$ cat src/rtl/alu_pkg.sv
// Shared constants and phase encoding for the ALU front-panel stages.
package alu_pkg;
  localparam int OPW              = 5;
  localparam int DEBOUNCE_DEFAULT = 1000000;

  typedef enum logic [1:0] {
    PH_LEFT  = 2'b00,
    PH_RIGHT = 2'b01,
    PH_READY = 2'b10
  } phase_e;
endpackage

$ cat src/rtl/button_debouncer.sv
// Synchronizes a raw button, debounces it with a stability counter and emits
// a one-cycle pulse on each accepted press.
module button_debouncer #(
  parameter int DEBOUNCE_CYCLES = 1000000
) (
  input  logic clk,
  input  logic reset_n,
  input  logic raw,
  output logic level,
  output logic press
);
  localparam int             CW      = $clog2(DEBOUNCE_CYCLES);
  localparam logic [CW-1:0]  CNT_MAX = CW'(DEBOUNCE_CYCLES - 1);

  logic [1:0]    r_sync;
  logic          r_level, r_level_d;
  logic [CW-1:0] r_cnt;
  logic          w_mismatch;

  assign w_mismatch = r_sync[1] ^ r_level;

  always_ff @(posedge clk or negedge reset_n) begin
    if (!reset_n) begin
      r_sync    <= '0;
      r_level   <= 1'b0;
      r_level_d <= 1'b0;
      r_cnt     <= '0;
    end else begin
      r_sync    <= {r_sync[0], raw};
      r_level_d <= r_level;
      if (!w_mismatch) begin
        r_cnt <= '0;
      end else if (r_cnt == CNT_MAX) begin
        // Mismatch survived the full window: accept the new level.
        r_level <= ~r_level;
        r_cnt   <= '0;
      end else begin
        r_cnt <= r_cnt + CW'(1);
      end
    end
  end

  assign level = r_level;
  assign press = r_level & ~r_level_d;
endmodule

$ cat src/rtl/operand_entry.sv
// Captures left/right 5-bit operands on debounced enter presses; clear
// restarts entry. Outputs are driven straight from registers.
module operand_entry
  import alu_pkg::*;
#(
  parameter int DEBOUNCE_CYCLES = DEBOUNCE_DEFAULT
) (
  input  logic             clk,
  input  logic             reset_n,
  input  logic [OPW-1:0]   sw,
  input  logic             btn_enter,
  input  logic             btn_clear,
  output logic [2*OPW-1:0] operands,
  output logic             operands_valid,
  output logic [1:0]       phase
);
  logic [1:0][OPW-1:0] r_sw_sync;
  logic                w_ent_press, w_clr_press;

  phase_e         r_state, w_state_nxt;
  logic [OPW-1:0] r_left, r_right, w_left_nxt, w_right_nxt;
  logic           r_valid, w_valid_nxt;

  button_debouncer #(.DEBOUNCE_CYCLES(DEBOUNCE_CYCLES)) u_enter (
    .clk(clk), .reset_n(reset_n), .raw(btn_enter), .level(), .press(w_ent_press)
  );

  button_debouncer #(.DEBOUNCE_CYCLES(DEBOUNCE_CYCLES)) u_clear (
    .clk(clk), .reset_n(reset_n), .raw(btn_clear), .level(), .press(w_clr_press)
  );

  always_ff @(posedge clk or negedge reset_n) begin
    if (!reset_n) r_sw_sync <= '0;
    else          r_sw_sync <= {r_sw_sync[0], sw};
  end

  always_ff @(posedge clk or negedge reset_n) begin
    if (!reset_n) begin
      r_state <= PH_LEFT;
      r_left  <= '0;
      r_right <= '0;
      r_valid <= 1'b0;
    end else begin
      r_state <= w_state_nxt;
      r_left  <= w_left_nxt;
      r_right <= w_right_nxt;
      r_valid <= w_valid_nxt;
    end
  end

  always_comb begin
    w_state_nxt = r_state;
    w_left_nxt  = r_left;
    w_right_nxt = r_right;
    w_valid_nxt = r_valid;
    // Clear has priority; a coincident enter is dropped.
    if (w_clr_press) begin
      w_state_nxt = PH_LEFT;
      w_left_nxt  = '0;
      w_right_nxt = '0;
      w_valid_nxt = 1'b0;
    end else if (w_ent_press) begin
      case (r_state)
        PH_LEFT, PH_READY: begin
          w_state_nxt = PH_RIGHT;
          w_left_nxt  = r_sw_sync[1];
          w_right_nxt = '0;
          w_valid_nxt = 1'b0;
        end
        PH_RIGHT: begin
          w_state_nxt = PH_READY;
          w_right_nxt = r_sw_sync[1];
          w_valid_nxt = 1'b1;
        end
        default: begin
          w_state_nxt = PH_LEFT;
          w_left_nxt  = '0;
          w_right_nxt = '0;
          w_valid_nxt = 1'b0;
        end
      endcase
    end
  end

  assign operands       = {r_left, r_right};
  assign operands_valid = r_valid;
  assign phase          = r_state;
endmodule

$ cat config.mk
export PLATFORM = sky130hd
export DESIGN_NAME = operand_entry
export DESIGN_NICKNAME = d
export VERILOG_FILES = /design/src/rtl/alu_pkg.sv /design/src/rtl/button_debouncer.sv /design/src/rtl/operand_entry.sv
export SDC_FILE = /design/constraint.sdc
export NUM_CORES = 1
export LEC_CHECK = 0
export ABC_CLOCK_PERIOD_IN_PS = 1800
export CAP_MARGIN = 20
export CORE_ASPECT_RATIO = 1.2
export CORE_MARGIN = 2
export CORE_UTILIZATION = 54
export CTS_BUF_LIST = sky130_fd_sc_hd__clkbuf_4 sky130_fd_sc_hd__clkbuf_8
export CTS_CLUSTER_SIZE = 8
export DETAILED_ROUTE_END_ITERATION = 6
export GPL_TIMING_DRIVEN = 1
export MAX_ROUTING_LAYER = met4
export PLACE_DENSITY = 0.83
export SYNTH_ARGS = -nofsm -noshare
export SYNTH_HDL_FRONTEND = slang
export SYNTH_SLANG_ARGS = --single-unit
export TNS_END_PERCENT = 30
$ cat constraint.sdc
create_clock -name clk -period 1.8 [get_ports clk]
set_clock_uncertainty 0.1 [all_clocks]
set_input_delay 0.36 -clock clk [delete_from_list [all_inputs] [get_ports clk]]
set_output_delay 0.36 -clock clk [all_outputs]
set_load 0.02 [all_outputs]
# Word-level counts from Yosys, hierarchy flattened
# Cells that the tools add are included.
[classes] add_sub_neg=2 n_eq_ne=5 muxes=16 bitwise=8 n_reduce_logical=6
[op_table] cell="2-to-1 mux 20 bit" count=4
[op_table] cell="adder 20 x 1 -> 20 bit, second input constant" count=2
[op_table] cell="== test 20 bit, second input constant" count=2
[op_table] cell="2-to-1 mux 5 bit" count=5
[op_table] cell="case mux 5 bit (2 select lines)" count=1
[op_table] cell="AND reduction 2 bit" count=3
[op_table] cell="2-to-1 mux 2 bit" count=2
[op_table] cell="NOT 1 bit" count=4
[op_table] cell="case mux 2 bit (2 select lines)" count=1
[op_table] cell="2-to-1 mux 1 bit" count=3
[op_table] cell="AND 1 bit" count=2
[op_table] cell="== test 2 x 1 -> 1 bit, second input constant" count=1
[op_table] cell="== test 2 bit, second input constant" count=1
[op_table] cell="zero test 2 bit" count=1
[op_table] cell="inequality test 2 x 1 -> 1 bit, second input constant" count=1
[op_table] cell="nonzero test 2 bit" count=1
[op_table] cell="OR reduction 2 bit" count=1
[op_table] cell="bitwise XOR 1 bit" count=2
[totals] reg_bits=71 input_bits=9 out_inout_bits=13 word_cells=51

# Depth between registers and ports, before layout
[depth] word_depth=5 mapped_depth=6 depth_no_buf=5

# Cells and area by module
# A second synthesis with hierarchy kept.
[unflattened] cells_unflattened=279 area_unflattened_um2=3066.7
[by_module_without_submodules] module="button_debouncer" n_inst=2 cells_per_inst=108 area_per_inst_um2=1146.1 seq_area_each_um2=600.6
[by_module_without_submodules] module="operand_entry" n_inst=1 cells_per_inst=63 area_per_inst_um2=774.5 seq_area_each_um2=550.5

# Worst setup path before layout
# OpenSTA, ideal clock, no wires.
[synth_path] kind="reg-to-reg" from="register u_clear.r_cnt[0]" to="register u_clear.r_cnt[10]" setup_ns=0.121 t_arrival_ns=1.627 required_time_ns=1.579 slack_ns=-0.049 path_stages_with_launch=7 path_buffers=1 period_less_slack_ns=1.849 path_cell_list="dfrtp_1 > ha_1 > and3_1 > nand3_1 > o31ai_4 > buf_2 > nor2_1"
[synth_between] elab_chain_cells=3 word_cells_on_any_way=4 classes_between="add/sub: 1; eq/ne: 1; mux: 2"
[synth_lines] element="start, declared" line="button_debouncer.sv:17" rtl="logic [CW-1:0] r_cnt;"
[synth_lines] element="start signal, assigned" line="button_debouncer.sv:38" rtl="r_cnt <= r_cnt + CW'(1);"
[synth_lines] element="adder 20 x 1 -> 20 bit / == test 20 bit (equally long branches)" line="button_debouncer.sv:38, button_debouncer.sv:33"
[synth_lines] element="2-to-1 mux 20 bit *" line="button_debouncer.sv:33" rtl="end else if (r_cnt == CNT_MAX) begin"
[synth_lines] element="2-to-1 mux 20 bit *" line="button_debouncer.sv:31" rtl="if (!w_mismatch) begin"
# Every way passes the cells marked *; elsewhere a longest branch is shown, timed or not.
# A chain may end at the register's enable or synchronous reset.

# Final worst setup path
[layout_path] from="register u_clear.r_cnt[8]" to="register u_clear.r_level, in the netlist u_clear.level"
[layout_between] elab_chain_cells=2
[layout_lines] element="== test 20 bit" line="button_debouncer.sv:33"
[layout_lines] element="AND reduction 2 bit (no line)"
[layout_lines] element="end signal, assigned" line="button_debouncer.sv:35" rtl="r_level <= ~r_level;"
[layout_lines] element="end, declared" line="button_debouncer.sv:16" rtl="logic r_level, r_level_d;"
# No other way between the ends.

==> results.sh <==
export IMPL_wl_met2_mm=3.533
export IMPL_cp_top_family="simple AND/OR/NAND/NOR gates"
export IMPL_layout_drive_gt1_share=0.2493
export IMPL_grt_usage=0.2203
export IMPL_port_buffers=21
export IMPL_failed_checks="setup timing"
export IMPL_cp_required_ps=1930
export IMPL_crit_arrival_ps=2050
export IMPL_via_per_inst=5.764
export IMPL_synth_ff_type="dfrtp_1"
export IMPL_cts_tree="yes"
export IMPL_grt_pass1_vias=2177
export IMPL_highest_signal_layer="met4"
export IMPL_grt_pass1_wl_mm=10.09
export IMPL_post_route_period_util=1.066
export IMPL_rsz0062_at_grt="yes"
export IMPL_rows=29
export IMPL_synth_edf_count=0
export IMPL_clkTransAtPathRegs_ps=90
export IMPL_synth_area_leader_cell="dfrtp_1"
export IMPL_max_cap_viol_count=0
export IMPL_drt_iter0_drc=169
export IMPL_clock_sinks=70
export IMPL_async_flop_share=1.000
export IMPL_synth_common_cells="70 x dfrtp_1, 40 x nor2_1, 18 x nand3_1, 18 x xnor2_1, 14 x nand2_1"
export IMPL_cp_slowest_stage_delay_ps=420
export IMPL_synth_cell_types=37
export IMPL_grt_max_degree=55
export IMPL_synth_seq_cells=70
export IMPL_holdCritPathClass="flip-flop to flip-flop"
export IMPL_tightest_slew_ps=419.4
export IMPL_h_tree_depth=3
export IMPL_dpl_hpwl_mm=4.004
export IMPL_nNetsFinal=347
export IMPL_power_frac_clock=0.405
export IMPL_globalRouteOverflowTotal=0
export IMPL_n_antenna_cell=0
export IMPL_vias=2323
export IMPL_coreArea_um2=5334
export IMPL_setup_viol=21
export IMPL_syn_inst=273
export IMPL_utilization=0.7279
export IMPL_wl_per_cell_um=16.33
export IMPL_synth_area_um2=2992
export IMPL_p_comb_frac=0.045
export IMPL_status="complete, but fails checks"
export IMPL_p_leak_nw=1.756
export IMPL_drcViolationCount=0
export IMPL_fin_cells=403
export IMPL_ir_drop_v=0.0005726
export IMPL_p_sw_frac=0.2567
export IMPL_die_w_um=71.95
export IMPL_die_h_um=85.54
export IMPL_synth_most_common_cell="dfrtp_1"
export IMPL_yosysTopAreaCellShare=0.5855
export IMPL_total_power_mw=2.941
export IMPL_cpMaxStageDelayCell="dfrtp_1"
export IMPL_syn_to_final_growth_pct=29.78
export IMPL_synth_area_leaders="dfrtp_1 59%, xnor2_1 5.3%, nor2_1 5.0%"
export IMPL_place_ws_ps=3.450
export IMPL_wl_met1_mm=2.623
export IMPL_path_class="flip-flop to flip-flop"
export IMPL_fin_crit_ps=1918
export IMPL_num_io_pins=22
export IMPL_end_kind="flip-flop"
export IMPL_setup_slack_ps=-118.0
export IMPL_cts_root_buf="clkbuf_8"
export IMPL_routed_wl_mm=6.580
export IMPL_power_density_nw_per_um2=757.4
export IMPL_p_int_mw=2.186
export IMPL_die_area_um2=6154
export IMPL_hold_viol=0
export IMPL_numCtsBuffers=9
export IMPL_cts_buffer_depth=2
export IMPL_relSlewSlack=0.7204
export IMPL_seq_power_share=0.550
export IMPL_dr_pass1_iters=4
export IMPL_syn_nets=284
export IMPL_final_antenna_net_count=0
export IMPL_p_sw_uw=754.9
export IMPL_placed_cells=378
export IMPL_start_util=0.5609
export IMPL_wl_met3_um=241
export IMPL_antenna_found_initial=0
export IMPL_drv_slew=0
export IMPL_fmax_ghz=0.5214
export IMPL_critPathMaxFanout=3
export IMPL_worst_path_buf_inv=0
export IMPL_place_congestion=0.8995
export IMPL_yosysSeqAreaShare=0.5855
export IMPL_clkLatencyLatePin_ps=350
export IMPL_ys_warn_count=0
export IMPL_cp_start_kind="flip-flop"
export IMPL_syn_avg_cell_area_um2=10.96
export IMPL_cp_cell_sequence="nor4_1 > nand4_1 > nor3_2 > mux2_2"
worst paths after layout:
check	startpoint	to	slack, ps	cells after the start
worst min register to register	r_sw_sync[4]	r_sw_sync[9]	250	0
max in group asynchronous	reset_n	u_clear.r_cnt[7]	590	3
worst min-delay path	r_sw_sync[4]	r_sw_sync[9]	250	0
worst max register to register	u_clear.r_cnt[8]	u_clear.level	-120	4
worst max-delay path	u_clear.r_cnt[8]	u_clear.level	-120	4
min in group asynchronous	reset_n	u_enter.r_cnt[19]	370	2
sequential cells by signal, indices dropped and copies added, names as in the netlist:
register,count
r_left,5
u_enter.r_sync,2
u_enter.r_level_d,1
u_clear.r_level_d,1
u_enter.r_cnt,20
u_clear.r_sync,2
u_clear.r_cnt,20
phase,1
r_sw_sync,10
r_right,5
u_clear.level,1
u_enter.level,1
operands_valid,1
power groups by stage:
stage	sequential [mW]	clock (mW)	combinational [mW]
final	1.62	1.19	0.131
after global routing	1.62	1.29	0.147
after CTS	1.61	1.21	0.105
after detailed placement	1.65	0	0.103
after global placement	1.64	0	0.101
after floorplan	1.64	0	0.0343
layer usage:
layer	track usage	vias to the layer above
met2	0.3468	72
met3	0.04583	20
met5	-	-
met1	0.2757	1156
met4	0.09777	0
li1	-	1075
layout by cell type, fill, tap and decap left out, drive strengths merged, types with 2 or more instances in the layout:
cell	count
xor2	13
nand2b	2
nand2	14
nor2b	2
nand4	9
clkdlybuf4s50	7
dlymetal6s2s	5
or3	6
nor3	8
nor4	7
o31ai	5
ha	2
a21oi	8
and3	4
buf	36
dlygate4sd2	8
xnor2	18
and4	3
nand3	18
or2	2
mux2	2
inv	16
dfrtp	70
clkinvlp	2
o21ai	10
nor2	40
clkbuf	9
or4	4
a22o	5
metrics by stage:
stage	instance area [um^2]	hold slack, ps	setup TNS, ps
floorplan	2994	-35.59	-15.85
global placement	3468	213.7	0
detailed placement	3468	215.4	0
CTS	3664	255.9	0
global route	3882	257.4	-3794
finish	3882	248.5	-1844
final cells by class:
cell class	count	area (um^2)
clock inverter	7	61.31
tap	62	77.57
inverter	11	41.29
multi-input combinational	187	1299
timing repair buffer	57	523.0
sequential	70	1757
clock buffer	9	123.9
fill	341	1451
cells by family (layout without fill, tap and decap cells):
logic type               after synthesis  in the layout  share of synthesized area
flip-flops                            70             70                     0.5855
XOR/XNOR                              31             31                    0.09076
adder cells (fa/ha/maj)                2              2                   0.008363
AND/OR/NAND/NOR                      122            122                     0.2175
buffers and inverters                 16             84                    0.02258
AO/OA/AOI/OAI                         29             29                    0.06441
multiplexers                           3              3                    0.01087
timing repair:
item | 4_1_cts | 5_1_grt
hold buffers | 1 | 0
pin swaps | 1 | 11
gates cloned | 0 | 3
resized for setup | 11 | 45
setup endpoints to repair | 11 | 47
buffers inserted | 0 | 5
endpoints found under the hold margin | 16 | 0
(Power assumes the default switching activity.)
